### config.mk
export PLATFORM = sky130hd
export DESIGN_NAME = uart_tx_fifo
export DESIGN_NICKNAME = d
export VERILOG_FILES = /design/src/rtl/uart_tx_fifo.sv
export SDC_FILE = /design/constraint.sdc
export NUM_CORES = 1
export LEC_CHECK = 0
export BUFFER_PORTS_ARGS = -buffer_cell sky130_fd_sc_hd__buf_2
export CELL_PAD_IN_SITES_DETAIL_PLACEMENT = 0
export CELL_PAD_IN_SITES_GLOBAL_PLACEMENT = 2
export CORE_AREA = 10 10 124 126
export CTS_CLUSTER_DIAMETER = 150
export CTS_CLUSTER_SIZE = 28
export DETAILED_ROUTE_END_ITERATION = 8
export DIE_AREA = 0 0 134 136
export PLACE_DENSITY_LB_ADDON = 0.3
export SYNTH_ARGS = -nofsm -noshare
export SYNTH_HDL_FRONTEND = slang
export SYNTH_SLANG_ARGS = --single-unit
### constraint.sdc
create_clock -name clk -period 5 [get_ports clk]
set_input_delay 0.75 -clock clk [delete_from_list [all_inputs] [get_ports clk]]
set_output_delay 0.75 -clock clk [all_outputs]
set_load 0.01 [all_outputs]
### src/rtl/uart_tx_fifo.sv
//------------------------------------------------------------------------------
// uart_tx_fifo
//
// Byte FIFO and issue controller that sits directly upstream of uart_tx.
// A producer pushes bytes at full clock rate. The controller then hands the
// bytes to the transmitter one at a time through the wr_en / byte / tx_empty
// handshake, so the producer never has to poll the UART.
//
// Parameters
//   DEPTH        FIFO capacity in bytes (power of two, >= 2)
//   ACK_TIMEOUT  cycles to wait for tx_empty to fall after a load pulse (>= 1)
//
// Ports
//   clk       in   system clock
//   rst       in   synchronous, active-high reset
//   wr_en     in   push strobe, one byte per accepted cycle
//   din       in   byte to push
//   full      out  count == DEPTH (registered)
//   empty     out  count == 0 (registered)
//   count     out  bytes currently stored
//   overflow  out  sticky, set by a push attempted while full
//   tx_empty  in   from uart_tx: transmitter idle and ready
//   tx_wr_en  out  to uart_tx wr_en: single-cycle load pulse
//   tx_byte   out  to uart_tx byte: held stable between loads
//------------------------------------------------------------------------------
module uart_tx_fifo #(
    parameter int DEPTH       = 16,
    parameter int ACK_TIMEOUT = 4
) (
    input  logic                     clk,
    input  logic                     rst,
    // producer side
    input  logic                     wr_en,
    input  logic [7:0]               din,
    output logic                     full,
    output logic                     empty,
    output logic [$clog2(DEPTH):0]   count,
    output logic                     overflow,
    // uart_tx side
    input  logic                     tx_empty,
    output logic                     tx_wr_en,
    output logic [7:0]               tx_byte
);

    localparam int AW = $clog2(DEPTH);
    localparam int CW = AW + 1;
    localparam int TW = (ACK_TIMEOUT > 1) ? $clog2(ACK_TIMEOUT) : 1;

    typedef enum logic [1:0] {
        IDLE,   // waiting for data and an idle transmitter
        LOAD,   // load pulse to uart_tx is high in this cycle
        ACK,    // waiting for uart_tx to take the byte (tx_empty falls)
        BUSY    // frame in flight, waiting for tx_empty to rise again
    } state_t;

    state_t          state;
    logic [7:0]      mem [DEPTH];
    logic [AW-1:0]   wr_ptr;
    logic [AW-1:0]   rd_ptr;
    logic [TW-1:0]   ack_timer;
    logic [CW-1:0]   count_next;
    logic            push;
    logic            pop;

    //--------------------------------------------------------------------------
    // Handshake decode
    //--------------------------------------------------------------------------
    // A push is judged against the count at the start of the cycle, so a pop
    // in the same cycle never frees a slot for it.
    assign push = wr_en && !full;

    // The only pop is the IDLE -> LOAD transition. Because tx_empty is
    // required here, the LOAD cycle always follows a cycle in which the
    // transmitter was seen idle.
    assign pop = (state == IDLE) && !empty && tx_empty;

    // NOTE: every signal assigned in a combinational block gets a default
    // first, so that no path leaves it unassigned and infers a latch.
    always_comb begin
        count_next = count;
        if (push && !pop) begin
            count_next = count + 1'b1;
        end else if (pop && !push) begin
            count_next = count - 1'b1;
        end
    end

    //--------------------------------------------------------------------------
    // Storage
    //--------------------------------------------------------------------------
    // NOTE: the data array is deliberately left out of reset. A flush only
    // needs the pointers and count cleared, and a reset-free array can map
    // onto RAM.
    always_ff @(posedge clk) begin
        if (push) begin
            mem[wr_ptr] <= din;
        end
    end

    //--------------------------------------------------------------------------
    // Pointers, occupancy and flags
    //--------------------------------------------------------------------------
    // NOTE: sequential state uses non-blocking assignments only. Every
    // register then samples pre-edge values, whatever order the blocks run in.
    always_ff @(posedge clk) begin
        if (rst) begin
            wr_ptr   <= '0;
            rd_ptr   <= '0;
            count    <= '0;
            full     <= 1'b0;
            empty    <= 1'b1;
            overflow <= 1'b0;
        end else begin
            if (push) begin
                wr_ptr <= wr_ptr + 1'b1;    // wraps naturally at DEPTH
            end
            if (pop) begin
                rd_ptr <= rd_ptr + 1'b1;
            end
            count <= count_next;
            // Flags are registered from the next count, so they line up with count.
            full  <= (count_next == CW'(DEPTH));
            empty <= (count_next == '0);
            if (wr_en && full) begin
                overflow <= 1'b1;
            end
        end
    end

    //--------------------------------------------------------------------------
    // Issue FSM, with registered load pulse and output byte
    //--------------------------------------------------------------------------
    always_ff @(posedge clk) begin
        if (rst) begin
            state     <= IDLE;
            tx_wr_en  <= 1'b0;
            tx_byte   <= 8'h00;
            ack_timer <= '0;
        end else begin
            tx_wr_en <= 1'b0;
            unique case (state)
                IDLE: begin
                    if (pop) begin
                        tx_byte  <= mem[rd_ptr];
                        tx_wr_en <= 1'b1;
                        state    <= LOAD;
                    end
                end

                LOAD: begin
                    ack_timer <= '0;
                    state     <= ACK;
                end

                // If the transmitter never acknowledges, the byte still counts
                // as issued. It is not re-popped, and the FIFO moves on.
                ACK: begin
                    if (!tx_empty) begin
                        state <= BUSY;
                    end else if (ack_timer == TW'(ACK_TIMEOUT - 1)) begin
                        state <= IDLE;
                    end else begin
                        ack_timer <= ack_timer + 1'b1;
                    end
                end

                BUSY: begin
                    if (tx_empty) begin
                        state <= IDLE;
                    end
                end

                default: state <= IDLE;
            endcase
        end
    end

endmodule

### Word-level counts from Yosys, hierarchy flattened

Memories as Yosys holds them, arrays and structs flattened. A register that Yosys moved wholly into a read port is not among the register bits.
Index checks and enable logic that the tools add are counted.

| storage, ports and cells | value |
|---|---|
| output and inout bits | 17 |
| logic and storage cells | 56 |
| latch bits | 0 |
| input port bits | 12 |
| ROM bits | 0 |
| RAM bits | 128 |
| memories | 1 |
| bits in registers | 21 |

Memories:

| name | depth | width | read ports | clocked after memory_dff | write ports | RTL line | text |
|---|---|---|---|---|---|---|---|
| mem | 16 | 8 | 1 | 1 | 1 | 57 | `logic [7:0] mem [DEPTH];` |

| operators by class | value |
|---|---|
| bitwise logic cells | 1 |
| muxes and demuxes | 13 |
| magnitude comparators | 0 |
| multiply operators | 0 |
| reductions and logical operators | 17 |
| shifts and indexed selects | 0 |
| divide/modulo/power cells | 0 |
| add/sub/neg operators | 5 |
| equality and inequality tests | 10 |

Operator list:

| cell | number |
|---|---|
| 2-bit 2-to-1 mux | 6 |
| 5-bit 2-to-1 mux | 2 |
| 4-bit by 1-bit adder with 4-bit output (second input constant) | 2 |
| 2-bit inequality test (second input constant) | 4 |
| 2-bit one-hot mux with 4 select lines | 1 |
| 2-bit equality test (second input constant) | 3 |
| 1-bit logical AND | 6 |
| 3-bit AND reduction | 2 |
| 5-bit by 1-bit adder with 5-bit output (second input constant) | 1 |
| 5-bit equality test (second input constant) | 1 |
| 5-bit zero test | 1 |
| 5-bit by 1-bit subtractor with 5-bit output (second input constant) | 1 |
| 1-bit zero test | 4 |
| 2-bit one-hot mux with 2 select lines | 1 |
| 1-bit 2-to-1 mux | 3 |
| 3-bit inequality test (second input constant) | 1 |
| 2-bit by 1-bit adder with 2-bit output (second input constant) | 1 |
| 2-bit by 1-bit equality test with 1-bit output (second input constant) | 1 |
| 2-bit zero test | 1 |
| 2-bit AND reduction | 1 |
| 2-bit nonzero test | 1 |
| 2-bit OR reduction | 1 |
| 1-bit NOT | 1 |

### Longest topological paths before layout

Gate-level depths: netlist of run 1.

| logic depth | value |
|---|---|
| word-level depth | 7 |
| depth in mapped cells | 7 |
| depth with buffers taken out | 7 |

### Worst setup path before layout of run 1

OpenSTA, ideal clock, no wires.

| timing path | value |
|---|---|
| path kind | input to register |
| from | in wr_en |
| to | mem mem[3][0] (enable) |
| path slack | 2,467 ps |
| stages on the path | 4 |
| setup time | 383 ps |
| required time | 4,617 ps |
| buffers on the path | 1 |
| data arrival time | 2,150 ps |
| path through | nor2b_1 clkbuf_1 nand2_1 nor3_1 |

| on the way | value |
|---|---|
| word-level cells in the longest chain between the ends | 3 |

RTL lines:

| what | RTL line | text |
|---|---|---|
| from (decl) | 33 | `input logic wr_en,` |
| 1-bit logical AND | 70 | `assign push = wr_en && !full;` |
| 1-bit 2-to-1 mux | 95 | `if (push) begin` |
| 1-bit 2-to-1 mux (not written as such) | 96 | `mem[wr_ptr] <= din;` |
| to (decl) | 57 |  |

No other way between the ends.

==> impl_summary.md, run 1 <==
Synth
The post-synthesis compound-gate area fraction is 5.41%. Of all flip-flops after synthesis, the portion carrying an async set or reset was 0%. The xor/xnor cell area share of the yosys netlist is ~1.3%. In this run the mean area of a mapped cell was 17.0 sq um. Summed over its instances, the top area cell type makes up 62.1% of the synthesized netlist area. The count of different cell masters after synthesis is 42.

The synthesized design spends more area on one cell type than any other, namely edfxtp_1. Yosys mapped a number of flops with a built-in enable equal to roughly 130. In the synthesized netlist the dominant register cell turns out to be edfxtp_1.

Synthesis inferred 157 register bits. The main combinational cell family by area after synthesis is multiplexers. Sequential elements use 71.4% of the synthesized area.

The Yosys warning count is 0. The adder-cell area share of the yosys netlist is 1.62%. Synthesis produced a netlist whose cell count is around 360. Ranked by total cell area, the synthesized netlist is headed by edfxtp_1 62%, mux4_2 12%, dfxtp_1 9.4%. After synthesis the cells add up to 6190 sq um. The number of nets handed over by synthesis was 384. Counting instances in the post-synthesis netlist gives the leading cell types as 128 x edfxtp_1, 38 x nor2_1, 32 x mux4_2, 29 x dfxtp_1, 23 x a21oi_1. In the synthesized netlist, mux cells make up about an eighth of the area. The most instantiated library cell after synthesis is edfxtp_1. Summing the areas of all and, or, nand and nor instances in the mapped netlist gives just under 7% of the synthesized area.

Power and ir drop
The worst supply voltage drop on vdd is 269 uV. The power density normalized to cell area is 444 nW/um^2. In this run the static leakage power is approximately 2.3 nW.

Floorplanning
The die is 134 um wide. Measured along the y axis, the die boundary spans 136 um. The number of primary I/O pins is 29. The initial utilization of the core area, before any placement, comes to 47.7%. The site row count is 42. The area of the core region is 13000 sq um. The die outline area is 18200 sq um.

Route
The residual antenna-violating net count after detailed routing is 0. The violation count after the first detailed-routing iteration is roughly 270. The first detailed-routing pass ran for 4 iterations. The final route contains 3214 vias. The number of remaining DRC errors is 0. The detailed-route vias per instance is 5.49.

The overall routed net length is 12200 um. Dividing the detail-routed wire length by the instance count gives 20.9 um.

Setup path
The signal on the critical path passes through buf_4 > mux4_2 > a22oi_1 > a21oi_1 > a21oi_1 > nor2_1. The kind of capture point of the worst setup path is a flop. For this run, the slowest stage of the critical path takes 0.83 ns. STA classifies the critical path startpoint as a flop. The cell at the slowest stage of the critical path is dfxtp_2. Grouping stages by cell kind, the critical path spends the most delay in flip-flops. Along the worst path, the maximum fanout reaches 21. The total buffers and inverters traversed by the critical path is 1. The startpoint-to-endpoint class of the critical path is flop to flop. The data arrival time at the worst-slack endpoint is 2.85 ns.

The worst path required time is 5.28 ns. The most repeated library cell on the critical path is a21oi_1.

Clock tree
The TritonCTS clock tree is built. The number of gates given a new drive strength after cts is 0. The number of setup buffers added after CTS is 0. The later-pin clock latency in the skew report is 0.41 ns. The longest clock path from root to sink contains 2 buffers. The buffer cell driving the clock tree root is clkbuf_16. In this run, CTS created clock tree buffers numbering 17. The depth of the CTS H-tree is 4.

The clock-pin slew on the worst setup and hold paths is ~0.06 ns. The clock sink count is 157. Hold repair after CTS inserted 0 buffers.

STA
On the final layout, the worst hold slack is about 0.47 ns. At the pin with the least slew margin, the transition time is 1.28 ns. After routing, the total negative slack on setup checks comes to 0 ns. Between clock sinks in the finished design, the worst skew comes to between 0.006 and 0.007 ns. The achievable frequency is between 0.3 and 0.4 GHz.

The number of hold violations in the final report is 0. In this run the tightest slew margin relative to its limit is 14.0%. The final-report max-slew violation count is 0. The final count of negative-setup-slack endpoints is 0. For the finished layout, the period the worst path requires is between 2 and 3 ns. Setup repair after global routing left no endpoint under its margin. The final period utilization is 51.5%.

Global routing
In the global route stage, met2 resource usage came out at 23.7%. Global routing used 4.28% of the available met3 tracks. The first global-routing pass estimated 19100 um of wire. The global-route congestion overflow total is 0.

The number of global-route vias before repair came to 3351. Entering global routing, the biggest net connects 36 pins. The highest-utilization routing layer at the global route stage is met2. The overall fraction of global-route tracks in use is 14.3%.

The initial antenna violation count is 0. For met1 alone, demand over resource in global routing was 17.0%.

Placed design
Routability-driven placement finished with a final weighted congestion of 0.751. The count of input and output buffers is 28. Counting tap cells, the placed design contains a total of 552 instances. The wire-length estimate of the detail-placed layout is roughly 7600 um.

Layout
The repair_antennas step left the layout with diodes totalling 0. For this run, the post-layout net count is between 400 and 500. The area growth from synthesis to layout is 14.8%.

The share of post-route cells with drive strength above 1 is 24.4%. The number of standard cells in the layout, taps in and fillers out is approximately 600.

Run status
The flow ran to the end, and the final reports show no timing, DRC or antenna violations.

Run
The tool flagged a number of max-cap violations equal to 0.

Min path
The path class of the tightest hold or removal check is flop to flop.
## tightest hold or removal path, delay by kind of cell (launching register included)
kind | cells | cell delay [ns]
compound gates | 1 | 0.04
simple gates | 1 | 0.07
flops | 1 | 0.33
## final cells by class
| type | count | area [sq um] |
|---|---|---|
| Multi-Input combinational cell | 182 | 1660 |
| Inverter | 4 | 15.0 |
| Timing Repair Buffer | 34 | 185 |
| Clock buffer | 18 | 429 |
| Clock inverter | 14 | 175 |
| Tap cell | 176 | 220 |
| Sequential cell | 157 | 4430 |
| Fill cell | 1048 | 5870 |
## cell usage in the layout, fill, tap and decap left out, types with 3 or more instances in the layout
cell       instances
a21oi_1           23
a22oi_1           16
buf_2             28
buf_4              5
bufinv_16          4
clkbuf_16         17
clkinv_1           3
clkinv_2           3
dfxtp_1           28
edfxtp_1         128
ha_1               8
inv_1              4
mux4_2            32
nand2_1           12
nand2b_1           8
nand3_1            3
nand4_1            3
nor2_1            38
nor2b_1            3
nor3_1             4
xnor2_1            3
xor2_1             6
## final timing paths
check | to | depth (start not counted) | slack, ns | startpoint
max | tx_byte[5]$_SDFFE_PP0P_ | 6 | 2.43 | rd_ptr[0]$_SDFFE_PP0P_
min | overflow$_SDFFE_PP0P_ | 2 | 0.47 | overflow$_SDFFE_PP0P_
max reg2reg | tx_byte[5]$_SDFFE_PP0P_ | 6 | 2.43 | rd_ptr[0]$_SDFFE_PP0P_
min reg2reg | overflow$_SDFFE_PP0P_ | 2 | 0.47 | overflow$_SDFFE_PP0P_
## through the flow
| step | setup slack [ns] | total power, mW | area [sq um] | util [%] |
|---|---|---|---|---|
| 2_1_floorplan | 2.47 | 1.78 | 6190 | - |
| 6_report | 2.43 | 3.16 | 7110 | 54.8 |
| 3_5_place_dp | 2.18 | 1.88 | 6500 | 50.1 |
| 5_1_grt | 2.11 | 3.29 | 7110 | 54.8 |
| 3_3_place_gp | 2.19 | 1.88 | 6500 | 50.1 |
| 4_1_cts | 2.38 | 3.19 | 7100 | 54.7 |
## where the power goes
part / switching (mW) / internal [mW]
logic: 0.171 / 0.163
clock network: 0.483 / 0.826
registers: 0.0597 / 1.46
total: 0.713 / 2.45
## flip-flops by register name, summed over array words and instances (netlist names), 2 cells and up
register   count
ack_timer      2
count          5
mem          128
rd_ptr         4
state          2
tx_byte        8
wr_ptr         4
## cell families (layout without fill, tap and decap cells)
family / count (synthesis) / after routing
buffers and inverters: 25 / 70
adders and majority gates: 8 / 8
xor gates and xnor gates: 9 / 9
muxes: 33 / 33
and+or+nand+nor: 81 / 81
AOI/OAI and AO/OA: 51 / 51
DFF: 157 / 157
## metal layers
layer,share of wire [%],vias up
met1,40,1639
met2,52,78
li1,-,1489
met5,0,-
met3,6.4,8
met4,0.92,0
(Power assumes the default switching activity.)
==> inputs of run 2 (changes only) <==
Settings changed: CORE_AREA 10 10 124 126 to 10 10 128 130, DIE_AREA 0 0 134 136 to 0 0 138 140.
Clock period 5 ns to 2.51 ns, I/O delays scaled along.
==> impl_summary.md, run 2 (same netlist as run 1, synthesis figures left out) <==
Route
The iteration count of the initial detailed-routing pass is 4. After detailed routing, the average wire length per cell comes to 19.8 um. The detailed-route vias per instance is 5.43. The residual antenna-violating net count after detailed routing is 0. The violation count after the first detailed-routing iteration is 231.

The overall routed net length is between 10000 and 15000 um. The number of remaining DRC errors is 0. The detailed router placed between 3000 and 4000 vias in this run.

Clock tree
The clock tree synthesis step divided the H-tree into 4 levels. The maximum clock insertion buffer count is 2. Post-CTS repair changed the size of 0 cells. After clock tree synthesis, the clock-pin slew on the worst setup and hold paths is 0.06 ns. The later-pin clock latency in the skew report is 0.42 ns. TritonCTS built the clock tree.

The number of setup buffers added after CTS is 0. The number of buffers inserted during clock tree synthesis is 17. For this design, the CTS-stage hold fixing added 0 buffers. Clock tree synthesis selected as its root buffer the cell clkbuf_16. The clock sink count is around 160.

Layout
Once layout is complete, the cells apart from fillers number roughly 610. The post-route netlist has 27.9% of its cells at a drive strength greater than 1. The library cells used most frequently in the layout, excluding fill and tap cells, are 128 x edfxtp_1, 38 x nor2_1, 32 x mux4_2.

The total of fill cells in the finished design is ~1100. The largest registers in the layout are mem: 128 flops, tx_byte: 8 flops, count: 5 flops. The post-synthesis to final-layout area growth is 17.2%.

The flip-flop count of the largest register after layout is 128. Leaving out fill and tap cells, the most frequent cell in the layout is edfxtp_1. The net count of the finished layout is 433.

Counting flops per register, the top entry is mem. The repair_antennas step left the layout with diodes totalling 0.

Floorplanning
The effective utilization at floorplan is 45.0%. The site row count is 43. The area of the core region is 13800 sq um. The die is 140 um tall. For this design the top-level I/O count stands at 29. The die is ~140 um wide. The die outline area is 19300 sq um.

Placed design
In this run the tool buffered the top-level ports with 28 buffer cells. The sum of net half-perimeters after detailed placement is 7180 um. Routability-driven placement finished with a final weighted congestion of between 0.7 and 0.8. The post-placement cell count is 574.

Global routing
The overall fraction of global-route tracks in use is 12.8%. The initial antenna violation count came to 0. Entering global routing, the biggest net connects 36 pins. The global-route congestion overflow total is 0. The first global-routing pass estimated 18900 um of wire.

The number of global-route vias before repair is 3297.

STA
Of the available clock period, the critical path in the final layout requires between 80% and 90%. The final clock skew is 0.00646 ns. The worst path needs roughly 2.1 ns of the cycle, external delays included. The pin slew with the least headroom to its limit is 0.609 ns. Summed over all failing endpoints, the final setup total negative slack is 0 ns. Setup repair after global routing left no endpoint under its margin.

The final-report max-slew violation count is 0. The number of hold violations in the final report was 0. Setup violations remaining at the end of the flow were counted as 0. Measured against its own limit, the worst slew margin works out to 59.4%. The achievable frequency is 0.484 GHz.

Power and ir drop
The clock group share of total power is 40.5%. The sequential group share of total power is 47.6%. The total net switching power is between 1 and 1.5 mW. The internal power of the cells totals around 4.8 mW. The power density normalized to cell area is 862 nW/um^2. In this run, the combinational gates consume 11.8% of the power. The analysis attributes to cell leakage a power of about 2.4 nW. The worst supply voltage drop on vdd is ~470 uV. The switching power share of the total is 23.7%.

Run
The count of max-cap constraint violations is 0.

Min path
The class of the tightest hold or removal check is input port to flop.

Setup path
The worst path required time is approximately 2.8 ns. The startpoint-to-endpoint class of the critical path is flop to flop. The data arrival time at the worst-slack endpoint is 2.39 ns. The maximum fanout encountered on the critical timing path is 9. The worst setup path is launched from a flop. The worst setup path is captured at a flop.

Run status
The flow ran to the end, and the final reports show no timing, DRC or antenna violations.
[run 2: cell types whose count changed in the layout (fill, tap and decap cells not counted), sizes merged]
cell	previous run	this run
clkinv	7	2
inv	4	8
clkbuf	19	21
buf	33	51
bufinv	4	2
[run 2: power groups by stage]
stage | Combinational [mW] | Sequential, mW | Clock [mW]
floorplan | 0.509 | 3.03 | 0
global placement | 0.740 | 3.03 | 0
detailed placement | 0.748 | 3.04 | 0
CTS | 0.750 | 2.98 | 2.59
global route | 0.811 | 2.99 | 2.72
finish | 0.740 | 2.98 | 2.54
[run 2: metal layers]
layer | track usage [%] | share of wire, %
met5 | 0 | 0
met1 | 16.6 | 45
met4 | 5.88 | 2.3
met3 | 3.38 | 4.7
met2 | 19.8 | 48
[run 2: critical path, stage by stage, from the launching register on]
cell and delay (ns):
dfxtp_1 0.40, or4b_1 0.72, nor4_1 0.29, a41oi_1 0.09
xor2_1 0.24, nor4bb_1 0.23
[run 2: final timing paths]
check	start	end	slack, ns	depth (start not counted)
hold reg to reg	overflow$_SDFFE_PP0P_	overflow$_SDFFE_PP0P_	0.47	2
hold / removal	wr_en	overflow$_SDFFE_PP0P_	0.22	3
setup / recovery	state[1]$_SDFFE_PP0P_	full$_SDFF_PP0_	0.44	5
setup reg to reg	state[1]$_SDFFE_PP0P_	full$_SDFF_PP0_	0.44	5
[run 2: final cells by class]
cell class / count / area [sq um] / area share [%]
clock buffer: 21 / 460 / 6.34
clock inverter: 11 / 131 / 1.81
inverter: 4 / 15.0 / 0.207
multi-input combinational: 182 / 1660 / 22.9
sequential: 157 / 4430 / 61.0
tap: 180 / 225 / 3.10
timing repair buffer: 51 / 338 / 4.66
[run 2: through the flow]
stage | utilization, % | setup WS [ns] | hold WS [ns] | instance area [sq um] | power [mW]
global placement | 48.4 | 0.481 | 0.446 | 6670 | 3.77
CTS | 52.7 | 0.439 | 0.202 | 7260 | 6.32
detailed placement | 48.4 | 0.452 | 0.468 | 6670 | 3.78
floorplan | - | 0.350 | 0.452 | 6190 | 3.54
global route | 52.7 | 0.233 | 0.247 | 7260 | 6.53
finish | 52.7 | 0.442 | 0.215 | 7260 | 6.25
==> inputs of run 3 (changes only) <==
Settings changed: CORE_AREA 10 10 128 130 to 10 10 134 136, DIE_AREA 0 0 138 140 to 0 0 144 146.
Clock period 2.51 ns to 1.8 ns, I/O delays scaled along.
==> impl_summary.md, run 3 (same netlist as run 1, synthesis figures left out) <==
STA
Final hold analysis gives a worst-case slack of between 0.1 and 0.15 ns. In this run the tightest slew margin relative to its limit is 56.2%. The clock arrives with 0.0101 ns of skew. The number of hold violations in the final report came to 0. The final-report max-slew violation count is 0. The pin slew with the least headroom to its limit is 0.657 ns. The final count of negative-setup-slack endpoints is 2. Setup repair after global routing could not meet its margin everywhere. The achievable frequency is 0.552 GHz.

The post-route worst setup slack is -0.0124 ns. The final period utilization is 101%. The clock period minus worst slack is 1.81 ns.

Placed design
In this run the tool buffered the top-level ports with 28 buffer cells. The cell area reported after detailed placement is 6870 sq um. The congestion estimate from routability-driven global placement came to about 0.74. The sum of net half-perimeters after detailed placement is 8210 um.

Route
The iteration count of the initial detailed-routing pass is 4. Once detail routing completed, the nets flagged for antenna violations numbered 0. After detailed routing, the number of vias per cell comes to 5.25.

The count of vias placed by the detailed router is 3384. In the final routed layout, each cell accounts on average for 20.5 um. The first routing iteration left 198 violations. The number of remaining DRC errors is 0.

The overall routed net length is 13200 um.

Power and ir drop
The power density normalized to cell area is roughly 1200 nW/um^2. In this run the static leakage power is 2.62 nW. The sum of internal, switching and leakage power is 9.07 mW. IR analysis of the VDD net gives a maximum drop of 717 uV.

Setup path
The worst reg-to-reg setup slack is -0.01 ns. The launching element type of the critical path is a flop. The maximum fanout encountered on the critical timing path is 5. The kind of cell adding the most delay to the critical path is simple AND/OR/NAND/NOR gates. The beginning of the worst register-to-register path is state[0]$_SDFFE_PP0P_. The worst setup path is captured at a flop. The biggest cell delay along the critical path is ~0.6 ns.

The number of cells traversed by the worst register-to-register path is 6. The worst path required time is approximately 2.1 ns. By startpoint and endpoint, the worst setup path is classified as flop to flop. Data arrives at the worst endpoint at 2.13 ns. The capture point of the worst reg-to-reg path is empty$_SDFF_PP1_.

On the critical path, the stage with the largest delay is an instance of or4b_4. Walking the worst path, the cells encountered are or4b_4 > nor4_4 > a41oi_2 > xor2_1 > buf_4 > a31o_2. The total buffers and inverters traversed by the critical path is 1.

Layout
Compared with the post-synthesis result, the final layout area differs by 24.7%. Ranked by flip-flop count, first place goes to mem. The repair_antennas step left the layout with diodes totalling 0. The register with the most flip-flops in the layout has 128 of them. With fillers left out, the area of the finished cells amounts to 7720 sq um. The net count of the finished layout is 460.

The share of post-route cells with drive strength above 1 is 38.2%. The largest registers in the layout are mem: 128 flops, tx_byte: 8 flops, count: 5 flops. Leaving out fill and tap cells, the most frequent cell in the layout is edfxtp_1. Leaving out fill and tap cells, the most frequent cells in the layout are 128 x edfxtp_1, 40 x buf_4, 36 x nor2_1.

Floorplanning
The die boundary height is 146 um. The floorplan step set the die width to 144 um. The area of the core region is 15500 sq um. The effective utilization at floorplan is roughly 40%. Row generation in the floorplan step produced between 40 and 50 rows. The die outline area is 21000 sq um. Pin placement for this block handled 29 I/O pins.

Global routing
For this run, the total global-route usage over all layers was measured as 13.1%. After global routing the overflow that remains totals 0. The initial antenna violation count came to 0. The number of global-route vias before repair is 3461.

Entering global routing, the biggest net connects 30 pins. The first global-routing pass estimated roughly 20000 um of wire.

Clock tree
The clock tree synthesis step divided the H-tree into 4 levels. The root buffer cell chosen for the clock tree is clkbuf_16. The number of buffers inserted during clock tree synthesis is 17.

The TritonCTS clock tree is built. Clock tree synthesis found a total of roughly 160 sinks. The clock-pin slew on the worst setup and hold paths is approximately 0.07 ns. In this run the deepest clock path goes through 2 buffers. Buffers inserted to repair hold after CTS numbered 0. The later-pin clock latency in the skew report is 0.42 ns.

Min path
The worst hold path stage count is 3. The class of the tightest hold or removal check is input port to flop. In this run the most critical hold path is launched from wr_en. For hold timing, the worst endpoint is overflow$_SDFFE_PP0P_.

Run status
The final reports fail on negative setup slack. The flow ran to the end, but the final reports show violations.

Run
Across the run, the number of max-cap violations was 0.
## run 3: changes by cell type in the layout (fill, tap and decap cells not counted), moves of 4 or more
cell | before | now
buf_12 | 2 | 8
nor3_1 | 4 | 0
a22oi_2 | 0 | 11
a22oi_1 | 16 | 5
buf_4 | 21 | 40
## run 3: worst reg2reg max path: cells and delay by family (launching register included)
family	cells	cell delay [ns]
AO/OA/AOI/OAI	2	0.27
XOR/XNOR	1	0.21
buffers and inverters	1	0.15
flip-flops	1	0.31
AND/OR/NAND/NOR	2	0.78
## run 3: through the flow
step,worst slack [ns],setup TNS (ns),std cells,utilization (%)
floorplan,-0.107,-8.99,364,-
global placement,-0.0679,-0.255,601,44.4
detailed placement,-0.141,-0.491,601,44.4
CTS,-0.0105,-0.0105,640,49.0
global route,-0.0827,-0.715,645,49.9
finish,-0.0124,-0.0204,645,49.9
## run 3: cell type report
class,instances,area (sq um)
Clock buffer,17,425
Clock inverter,15,170
Fill cell,1258,7760
Inverter,4,15.0
Multi-Input combinational cell,182,1810
Sequential cell,157,4430
Tap cell,192,240
Timing Repair Buffer,78,637
## run 3: per-layer routing
| layer | GRT usage (%) | wire length (um) |
|---|---|---|
| met4 | 4.44 | 53 |
| met5 | 0 | 0 |
| met3 | 3.62 | 866 |
| met1 | 17.6 | 5650 |
| met2 | 20.1 | 6650 |
## run 3: worst max path at each step
stage / cells past startpoint / from / slack (ns) / end
finish: 6 / state[0]$_SDFFE_PP0P_ / -0.01 / empty$_SDFF_PP1_
global route: 7 / rd_ptr[0]$_SDFFE_PP0P_ / -0.08 / tx_byte[5]$_SDFFE_PP0P_
CTS: 5 / empty$_SDFF_PP1_ / -0.01 / full$_SDFF_PP0_
detailed placement: 5 / empty$_SDFF_PP1_ / -0.14 / full$_SDFF_PP0_
global placement: 6 / rd_ptr[0]$_SDFFE_PP0P_ / -0.07 / tx_byte[3]$_SDFFE_PP0P_
floorplan: 4 / full$_SDFF_PP0_ / -0.11 / mem[7][0]$_DFFE_PP_
## run 3: repair_timing
item	CTS	global route
cloned	0	1
pin swaps	2	6
setup buffers	7	4
setup endpoints to repair	10	11
gates resized for setup	7	15
## run 3: power by group
group	switching (mW)	total [mW]	internal, mW
Clock	1.55	3.53	1.98
Sequential	0.0928	4.14	4.05
Combinational	0.669	1.41	0.738
